==> src/rtl/fatori_mon_pkg.sv <==
// Shared types and helpers for the fatori_mon qualified voter.
// Optional readmission is enabled by defining FATORI_MON_READMIT_EN.
package fatori_mon_pkg;

  typedef enum logic [1:0] {
    REP_ACTIVE  = 2'd0,
    REP_SUSPECT = 2'd1,
    REP_QUAR    = 2'd2
  } rep_state_e;

  typedef enum logic [1:0] {
    EVT_NONE    = 2'd0,
    EVT_QUAR    = 2'd1,
    EVT_READMIT = 2'd2
  } evt_kind_e;

  function automatic logic [31:0] sat_inc(input logic [31:0] v, input logic [31:0] max_v);
    if (v >= max_v) begin
      return max_v;
    end else begin
      return v + 32'd1;
    end
  endfunction

endpackage

==> src/rtl/fatori_mon_voter_qual_tracker.sv <==
// Per-replica disagreement tracker: state FSM, mismatch run, saturating error count and,
// with FATORI_MON_READMIT_EN, the rehabilitation run of a quarantined replica.
module fatori_mon_rep_tracker
  import fatori_mon_pkg::*;
#(
  parameter int W           = 32,
  parameter int FAIL_THRESH = 4,
  parameter int CNT_W       = 8,
  parameter int REHAB       = 8
) (
  input  logic             clk_i,
  input  logic             rst_i,
  input  logic             clr_i,
  input  logic             sample_i,
  input  logic [W-1:0]     word_i,
  input  logic [W-1:0]     winner_i,
  input  logic             grant_i,
  output rep_state_e       state_o,
  output logic             cand_o,
  output logic             readmit_o,
  output logic [CNT_W-1:0] err_cnt_o
);

  localparam int RUN_W = $clog2(FAIL_THRESH + 1);
  localparam logic [RUN_W-1:0] RUN_MAX = RUN_W'(FAIL_THRESH);
  localparam logic [CNT_W-1:0] CNT_MAX = {CNT_W{1'b1}};

  rep_state_e       state_q, state_d;
  logic [RUN_W-1:0] run_q, run_d, run_inc;
  logic [CNT_W-1:0] cnt_q, cnt_d;
  logic             mismatch;

`ifdef FATORI_MON_READMIT_EN
  localparam int RH_W = $clog2(REHAB + 1);
  logic [RH_W-1:0] rehab_q, rehab_d;
`endif

  always_comb begin
    mismatch  = (word_i != winner_i);
    run_inc   = RUN_W'(sat_inc(32'(run_q), 32'(FAIL_THRESH)));
    state_d   = state_q;
    run_d     = run_q;
    cnt_d     = cnt_q;
    cand_o    = 1'b0;
    readmit_o = 1'b0;
`ifdef FATORI_MON_READMIT_EN
    rehab_d   = rehab_q;
`endif
    if (sample_i) begin
      case (state_q)
        REP_ACTIVE, REP_SUSPECT: begin
          if (mismatch) begin
            cnt_d  = CNT_W'(sat_inc(32'(cnt_q), 32'(CNT_MAX)));
            cand_o = (run_inc == RUN_MAX);
            // An ungranted candidate parks at the threshold and retries on its next mismatch.
            if (cand_o && grant_i) begin
              state_d = REP_QUAR;
              run_d   = '0;
            end else begin
              state_d = REP_SUSPECT;
              run_d   = run_inc;
            end
          end else begin
            state_d = REP_ACTIVE;
            run_d   = '0;
          end
        end
        REP_QUAR: begin
`ifdef FATORI_MON_READMIT_EN
          if (mismatch) begin
            rehab_d = '0;
          end else if (rehab_q == RH_W'(REHAB - 1)) begin
            rehab_d   = '0;
            state_d   = REP_ACTIVE;
            readmit_o = 1'b1;
          end else begin
            rehab_d = rehab_q + RH_W'(1);
          end
`else
          state_d = REP_QUAR;
`endif
        end
        default: begin
          state_d = REP_ACTIVE;
          run_d   = '0;
        end
      endcase
    end else begin
      state_d = state_q;
    end
  end

  always_ff @(posedge clk_i) begin
    if (rst_i || clr_i) begin
      state_q <= REP_ACTIVE;
      run_q   <= '0;
      cnt_q   <= '0;
`ifdef FATORI_MON_READMIT_EN
      rehab_q <= '0;
`endif
    end else begin
      state_q <= state_d;
      run_q   <= run_d;
      cnt_q   <= cnt_d;
`ifdef FATORI_MON_READMIT_EN
      rehab_q <= rehab_d;
`endif
    end
  end

  assign state_o   = state_q;
  assign err_cnt_o = cnt_q;

endmodule

==> src/rtl/fatori_mon_voter_qual.sv <==
// Sequential M-of-N voter with per-replica fault qualification, quarantine floor and a
// single-entry event slot. Readmission of quarantined replicas via FATORI_MON_READMIT_EN.
module fatori_mon_voter_qual
  import fatori_mon_pkg::*;
#(
  parameter int W           = 32,
  parameter int N           = 3,
  parameter int M           = 2,
  parameter int FAIL_THRESH = 4,
  parameter int CNT_W       = 8,
  parameter int REHAB       = 8
) (
  input  logic                       clk_i,
  input  logic                       rst_i,
  input  logic                       valid_i,
  input  logic [N-1:0][W-1:0]        replicas_i,
  input  logic                       clr_i,
  output logic [W-1:0]               y_o,
  output logic                       y_valid_o,
  output logic                       min_err_o,
  output logic                       maj_err_o,
  output logic [N-1:0]               quarantine_o,
  output logic [N-1:0][CNT_W-1:0]    err_cnt_o,
  output logic                       evt_valid_o,
  input  logic                       evt_ready_i,
  output logic [$clog2(N)-1:0]       evt_rep_o,
  output evt_kind_e                  evt_kind_o,
  output logic                       evt_drop_o
);

  localparam int IDX_W = $clog2(N);
  localparam int CW    = $clog2(N + 1);
  localparam int NW    = $clog2(2 * N + 1);

  rep_state_e       rep_state [N];
  logic [N-1:0]     active, cand, grant, readmit;
  logic [CW-1:0]    agree, n_act;
  logic             win_found, any_mis, sample;
  logic [W-1:0]     win_word;
  logic [W-1:0]     y_q;
  logic             y_valid_q, min_err_q, maj_err_q;
  logic             evt_valid_q, evt_valid_d, evt_drop_q, evt_drop_d, drain;
  logic [IDX_W-1:0] evt_rep_q, evt_rep_d, new_idx;
  evt_kind_e        evt_kind_q, evt_kind_d, new_kind;
  logic [NW-1:0]    n_new;

  always_comb begin
    win_found = 1'b0;
    win_word  = '0;
    any_mis   = 1'b0;
    agree     = '0;
    for (int i = 0; i < N; i++) begin
      agree = '0;
      for (int j = 0; j < N; j++) begin
        if (active[j] && (replicas_i[j] == replicas_i[i])) begin
          agree = agree + CW'(1);
        end else begin
          agree = agree;
        end
      end
      if (!win_found && active[i] && (agree >= CW'(M))) begin
        win_found = 1'b1;
        win_word  = replicas_i[i];
      end else begin
        win_found = win_found;
      end
    end
    for (int i = 0; i < N; i++) begin
      if (active[i] && (replicas_i[i] != win_word)) begin
        any_mis = 1'b1;
      end else begin
        any_mis = any_mis;
      end
    end
  end

  assign sample = valid_i & win_found;

  for (genvar g = 0; g < N; g++) begin : g_rep
    fatori_mon_rep_tracker #(
      .W(W), .FAIL_THRESH(FAIL_THRESH), .CNT_W(CNT_W), .REHAB(REHAB)
    ) u_trk (
      .clk_i     (clk_i),
      .rst_i     (rst_i),
      .clr_i     (clr_i),
      .sample_i  (sample),
      .word_i    (replicas_i[g]),
      .winner_i  (win_word),
      .grant_i   (grant[g]),
      .state_o   (rep_state[g]),
      .cand_o    (cand[g]),
      .readmit_o (readmit[g]),
      .err_cnt_o (err_cnt_o[g])
    );
  end

  // Quarantine grant: lowest-index candidate only, and never below M active replicas.
  always_comb begin
    n_act = '0;
    grant = '0;
    for (int i = 0; i < N; i++) begin
      active[i]       = (rep_state[i] != REP_QUAR);
      quarantine_o[i] = (rep_state[i] == REP_QUAR);
      n_act           = n_act + CW'(active[i]);
    end
    for (int i = 0; i < N; i++) begin
      if (cand[i] && (grant == '0) && (n_act > CW'(M))) begin
        grant[i] = 1'b1;
      end else begin
        grant[i] = 1'b0;
      end
    end
  end

  always_comb begin
    new_kind    = EVT_NONE;
    new_idx     = '0;
    n_new       = '0;
    drain       = evt_valid_q & evt_ready_i;
    evt_valid_d = evt_valid_q;
    evt_rep_d   = evt_rep_q;
    evt_kind_d  = evt_kind_q;
    evt_drop_d  = evt_drop_q;
    for (int i = N - 1; i >= 0; i--) begin
      if (readmit[i]) begin
        new_kind = EVT_READMIT;
        new_idx  = IDX_W'(i);
      end else begin
        new_kind = new_kind;
      end
    end
    for (int i = N - 1; i >= 0; i--) begin
      if (grant[i]) begin
        new_kind = EVT_QUAR;
        new_idx  = IDX_W'(i);
      end else begin
        new_kind = new_kind;
      end
    end
    for (int i = 0; i < N; i++) begin
      n_new = n_new + NW'(grant[i]) + NW'(readmit[i]);
    end
    // Events that cannot be stored this cycle, including same-cycle extras, raise the sticky drop.
    if (new_kind != EVT_NONE) begin
      if (!evt_valid_q || drain) begin
        evt_valid_d = 1'b1;
        evt_rep_d   = new_idx;
        evt_kind_d  = new_kind;
      end else begin
        evt_drop_d = 1'b1;
      end
      if (n_new > NW'(1)) begin
        evt_drop_d = 1'b1;
      end else begin
        evt_drop_d = evt_drop_d;
      end
    end else if (drain) begin
      evt_valid_d = 1'b0;
      evt_rep_d   = '0;
      evt_kind_d  = EVT_NONE;
    end else begin
      evt_valid_d = evt_valid_q;
    end
  end

  always_ff @(posedge clk_i) begin
    if (rst_i) begin
      y_q       <= '0;
      y_valid_q <= 1'b0;
      min_err_q <= 1'b0;
      maj_err_q <= 1'b0;
    end else begin
      y_valid_q <= valid_i;
      min_err_q <= valid_i & win_found & any_mis;
      maj_err_q <= valid_i & ~win_found;
      if (valid_i && win_found) begin
        y_q <= win_word;
      end
    end
  end

  always_ff @(posedge clk_i) begin
    if (rst_i || clr_i) begin
      evt_valid_q <= 1'b0;
      evt_rep_q   <= '0;
      evt_kind_q  <= EVT_NONE;
      evt_drop_q  <= 1'b0;
    end else begin
      evt_valid_q <= evt_valid_d;
      evt_rep_q   <= evt_rep_d;
      evt_kind_q  <= evt_kind_d;
      evt_drop_q  <= evt_drop_d;
    end
  end

  assign y_o         = y_q;
  assign y_valid_o   = y_valid_q;
  assign min_err_o   = min_err_q;
  assign maj_err_o   = maj_err_q;
  assign evt_valid_o = evt_valid_q;
  assign evt_rep_o   = evt_rep_q;
  assign evt_kind_o  = evt_kind_q;
  assign evt_drop_o  = evt_drop_q;

endmodule

==> config.mk <==
export PLATFORM = sky130hd
export DESIGN_NAME = fatori_mon_voter_qual
export DESIGN_NICKNAME = d
export VERILOG_FILES = /design/src/rtl/fatori_mon_pkg.sv /design/src/rtl/fatori_mon_voter_qual_tracker.sv /design/src/rtl/fatori_mon_voter_qual.sv
export SDC_FILE = /design/constraint.sdc
export NUM_CORES = 1
export LEC_CHECK = 0
export CAP_MARGIN = 20
export CORE_MARGIN = 1.5
export CORE_UTILIZATION = 50
export DETAILED_ROUTE_END_ITERATION = 6
export PLACE_DENSITY = 0.91
export SLEW_MARGIN = 0
export SYNTH_ARGS = -nofsm -noshare
export SYNTH_HDL_FRONTEND = slang
export SYNTH_SLANG_ARGS = --single-unit
export TNS_END_PERCENT = 20
==> constraint.sdc <==
create_clock -name clk_i -period 4.6 [get_ports clk_i]
set_clock_uncertainty 0.1 [all_clocks]
set_input_delay 0.46 -clock clk_i [delete_from_list [all_inputs] [get_ports clk_i]]
set_output_delay 0.46 -clock clk_i [all_outputs]
set_load 0.01 [all_outputs]
== Word-level counts from Yosys, hierarchy flattened ==
Cells that the tools add are included.

* Muxes and demuxes: 70
* Add/sub/neg operators: 16
* $lt $le $gt $ge: 11
* Bitwise logic cells: 9
* Eq/ne operators: 23
* Reduce and logical (&&, ||, !) cells: 45

{| class="wikitable"
|+ Operator list
! operator !! number
|-
| equality test 32 bit || 6
|-
| two-way mux 32 bit || 3
|-
| inequality test 32 bit || 3
|-
| two-way mux 2 bit || 22
|-
| two-way mux 1 bit || 27
|-
| two-way mux 3 bit || 9
|-
| adder 8 x 1 -> 8 bit, second input constant || 3
|-
| >= comparator 8 bit, second input constant || 3
|-
| two-way mux 8 bit || 3
|-
| logical AND 1 bit || 23
|-
| one-hot mux 3 bit (2 select lines) || 3
|-
| one-hot mux 2 bit (2 select lines) || 3
|-
| adder 2 x 1 -> 2 bit, second input constant || 5
|-
| AND reduction 2 bit || 5
|-
| adder 3 x 1 -> 3 bit, second input constant || 3
|-
| equality test 3 bit, second input constant || 3
|-
| >= comparator 3 bit, second input constant || 3
|-
| AND reduction 3 bit || 3
|-
| zero test 2 bit || 4
|-
| equality test 2 x 1 -> 1 bit, second input constant || 3
|-
| equality test 2 bit, second input constant || 3
|-
| >= comparator 2 bit, second input constant || 3
|-
| inequality test 2 bit, second input constant || 3
|-
| OR reduction 2 bit || 3
|-
| 12 further kinds || 25
|}

* Flip-flop bits (word level): 80
* Bits of input ports: 101

== Logic depth before layout (Yosys ltp) ==
* Word-level depth: 37
* Mapped depth: 16
* Mapped depth without buffers: 14

== Modules after synthesis ==
Synthesis repeated with hierarchy kept, for this count alone.

* Cell total of the unflattened synthesis: 995
* Area total of the unflattened synthesis: 7465.9 um2

{| class="wikitable"
|+ Modules (own cells, without submodules)
! module !! cells each !! instances !! area each (um2) !! seq. area each (um2)
|-
| fatori_mon_voter_qual || 629 || 1 || 4380.5 || 820.8
|-
| fatori_mon_rep_tracker || 122 || 3 || 1028.5 || 260.2
|}

== Worst setup path before layout ==
OpenSTA, ideal clock, no wires.

* Path kind: input -> register
* From: in replicas_i[22] (netlist name)
* To: reg evt_drop_q (netlist: evt_drop_o)
* Stages on the path: 15
* Setup slack: 459 ps
* Library setup time: 136 ps
* Required time: 4364 ps
* Path buffers: 2
* Data arrival time: 3905 ps
* Path through: clkbuf_1 -> xor2_1 -> nor4_1 -> nand4_1 -> or3_1 -> buf_2 -> a211oi_1 -> xor2_1 -> nand3b_1 -> nor4_1 -> a311oi_4 -> nor2b_4 -> ha_1 -> a2111oi_0 -> a211oi_1

* Longest elaborated chain between the ends: 35
* Elaborated cells on any way between the ends: 70

{| class="wikitable"
|+ Ends and longest elaborated chain
! what !! RTL line !! source
|-
| start: declaration || fatori_mon_voter_qual.sv:16 || <nowiki>input logic [N-1:0][W-1:0] replicas_i,</nowiki>
|-
| branches (longest 35 deep; another with adder 2 x 1 -> 2 bit) || n/a ||
|-
| end signal: assignment || fatori_mon_voter_qual.sv:192 || <nowiki>evt_drop_q <= evt_drop_d;</nowiki>
|-
| end: declaration || fatori_mon_voter_qual.sv:42 || <nowiki>logic evt_valid_q, evt_valid_d, evt_drop_q, evt_drop_d, drain;</nowiki>
|}

Several ways; the timed one is not identified.
A chain may end at the register's enable or synchronous reset.

== Worst setup path in the final report ==
* From: in replicas_i[21] (netlist name)
* To: reg evt_drop_q (netlist: evt_drop_o)

Same word-level chain as after synthesis.

==> metrics.yaml <==
global_route:
  grt.busiest_layer: "met2"
  grtUsageMet2_pct: 62.1
  grt_pass1_vias: 8536
  grt_max_degree: 46
  grt_pass1_wl_um: 44900
  grtUsageTotal_pct: 40.0
  grt.met1_usage_pct: 46.8
  gr-usage-met3_pct: 14.5
  grt_overflow_total: 0
  antenna_found_initial: 0
clocking:
  cts_tree: "yes"
  cts_buffer_depth: 2
  clk_latency_ns: 0.36
  htree_levels: 3
  cts_root_buffer: "clkbuf_16"
  cts_sinks: 78
  clkTransAtPathRegs_ns: 0.07
  cts_buffers: 9
routing:
  drt_iter0_drc: 1583
  wire_per_inst_um: 21.7
  via_per_inst: 6.61
  drc: 267
  dr.pass1.iters: 7
  wl_um: 29000
  antenna_left: 0
  vias: 8850
synth:
  async_reset_ff_share_pct: 0
  ys_types: 83
  syn_nets: 1011
  synth_edf_count: 0
  synthCells: 899
  synth-seq-cells: 78
  ys.flop_type: "dfxtp_1"
  yosys-top-cells-area: "dfxtp_1, xor2_1, nor2_1"
  yosysTopAreaCell: "dfxtp_1"
  yosysWarnings: 0
  netlist_area_um2: 6840
  avgSynthCellArea_um2: 7.61
  yosysSeqAreaShare_pct: 22.8
  synth_top_area_share_pct: 22.8
min_path:
  hp-class: "flop to flop"
  hold_path_depth: 2
finish:
  nets: 1268
  area_growth_pct: 43.4
  drive_gt1_share_pct: 18.9
  final-seq-area_um2: 1560
  nFillCells: 907
  multi_input_area_um2: 4650
floorplanning:
  die_x_um: 120
  fp.dieH_um: 120
  ios: 169
  initial_core_util_pct: 51.5
  core.rowCount: 42
  core_area_um2: 13300
  dieArea_um2: 14400
critical_path:
  setup.worst_path.end_class: "flop"
  crit_type: "input pin to flop"
  reg2regPathDepth: 17
  worstPathRequired_ns: 4.74
  cp.arrival_ns: 4.69
  cp_max_fo: 14
  critPathLaunchType: "input pin"
placed_design:
  port_buffers: 167
  dp_hpwl_um: 22100
  gp_congestion: 1.22
timing:
  max_freq_mhz: 220
  worstMarginPinSlew_ns: 0.919
  setup_viol: 0
  post-route-period-util_pct: 99.0
  finalHoldViolCount: 0
  final.setup.tns_ns: 0
  slew_viol_final: 0
  period_minus_slack_ns: 4.55
  slew-limit-headroom_pct: 38.5
job:
  drv_cap: 0
power_and_ir_drop:
  p_leak_nw: 3.82
  power_mw: 1.87
  powerDensity_nw_per_um2: 190
  ir_drop_uv: 295
status:
  status: "finished, violations left"
  violations: "DRC"
layer usage:
| layer | share of wire (%) | wire length [um] |
|---|---|---|
| met3 | 14 | 4080 |
| met2 | 43 | 12500 |
| met4 | 7.8 | 2260 |
| met1 | 35 | 10200 |
| met5 | 0 | 0 |
metrics by stage:
| step | utilization [%] | worst slack, ns | area, um2 | instances | hold slack, ns |
|---|---|---|---|---|---|
| global route | 73.8 | -0.232 | 9810 | 1337 | 0.405 |
| global placement | 71.0 | -0.113 | 9450 | 1321 | 0.360 |
| finish | 73.8 | 0.0468 | 9810 | 1338 | 0.393 |
| detailed placement | 71.0 | -0.211 | 9450 | 1321 | 0.378 |
| floorplan | - | 0.459 | 6840 | 899 | 0.344 |
| CTS | 73.3 | 0.172 | 9750 | 1337 | 0.388 |
where the power goes:
group          internal (mW)  switching [mW]  leakage, nW
logic                  0.201           0.240         3.04
registers              0.676        0.000270        0.628
clock network          0.428           0.322        0.148
total                   1.30           0.562         3.82
cell usage after synthesis (all sizes together) (4+ instances only):
cell type,count
xor2,93
nor2,89
dfxtp,78
o21ai,66
inv,54
nand2,48
nor4,45
clkbuf,43
buf,37
nor3,37
nand3,33
a21oi,29
a211oi,18
nand4,18
o22ai,18
and3,16
a311oi,13
a31oi,13
ha,10
a21boi,9
a22oi,9
a41oi,8
nand2b,7
xnor2,7
a221oi,6
and3b,6
mux2i,6
and2,5
and4,5
nor2b,5
a22o,4
a41o,4
nor3b,4
o211a,4
o211ai,4
or3,4
flip-flops by register name, summed over array words and instances, names as in the netlist:
| register | cells |
|---|---|
| y_o | 32 |
| g_rep.u_trk.err_cnt_o | 24 |
| g_rep.u_trk.run_q | 9 |
| g_rep.u_trk.state_o | 6 |
| evt_rep_o | 2 |
| evt_drop_o | 1 |
| evt_kind_o | 1 |
| maj_err_o | 1 |
| min_err_o | 1 |
| y_valid_o | 1 |
what timing repair did:
item	in CTS	in global routing
hold buffers	0	0
gates resized for setup	0	12
setup endpoints to repair	0	4
setup buffers	0	0
critical path, stage by stage:
cell	delay [ns]
clkdlybuf4s50_1	0.43
buf_4	0.17
xor2_1	0.17
nor4_1	0.46
nand4_1	0.26
nor3_2	0.23
buf_4	0.24
buf_4	0.16
o21ai_0	0.16
a21boi_0	0.26
o22ai_2	0.14
nor4_1	0.37
buf_4	0.20
a311oi_4	0.10
nor2b_4	0.15
ha_1	0.28
a2111oi_1	0.35
a211oi_1	0.09
area by class of cell:
cell class	count	area share [%]
antenna	1	0.0255
clock buffer	9	2.30
clock inverter	7	0.816
inverter	54	2.07
multi-input combinational	687	47.4
sequential	78	15.9
tap	176	2.24
timing repair buffer	326	29.2
cells by family (layout without fill, tap and decap cells):
family / Yosys count / after routing / synth area share (%)
xor gates and xnor gates: 100 / 100 / 13.4
muxes: 6 / 6 / 0.878
AOI/OAI and AO/OA: 230 / 230 / 23.2
buffers and inverters: 134 / 396 / 10.4
other: 1 / 2 / 0.0548
adders and majority gates: 11 / 11 / 2.12
DFF: 78 / 78 / 22.8
and+or+nand+nor: 339 / 339 / 27.2
worst paths after layout:
path / start / end / slack (ns)
min: g_rep[0].u_trk.state_o[0] / g_rep[0].u_trk.state_o[0] / 0.39
min reg2reg: g_rep[0].u_trk.state_o[0] / g_rep[0].u_trk.state_o[0] / 0.39
max reg2reg: g_rep[1].u_trk.state_o[0] / evt_drop_o / 0.36
max: replicas_i[21] / evt_drop_o / 0.05
cell usage in the layout, fill, tap and decap left out, types with 5 or more instances in the layout:
cell / synthesis / routed
nand4_1: 16 / 16
a31oi_1: 13 / 13
xor2_2: 5 / 5
ha_1: 10 / 10
clkdlybuf4s50_1: 0 / 166
buf_4: 8 / 159
and3_1: 16 / 15
a211oi_1: 18 / 18
a21oi_1: 28 / 28
clkbuf_16: 0 / 9
nand3_1: 33 / 32
nor4_2: 4 / 10
and3b_1: 6 / 6
nor2_1: 89 / 88
inv_1: 54 / 54
dfxtp_1: 78 / 78
o21ai_0: 65 / 65
nor3_1: 35 / 34
nand2b_1: 7 / 7
o22ai_1: 18 / 17
a41oi_1: 8 / 8
a21boi_0: 8 / 8
a311oi_1: 12 / 12
xor2_1: 88 / 88
a22oi_1: 9 / 9
xnor2_1: 7 / 7
mux2i_1: 6 / 6
a221oi_1: 5 / 5
nand2_1: 48 / 48
nor4_1: 38 / 32
No activity file was read; power rests on OpenSTA's default activity.
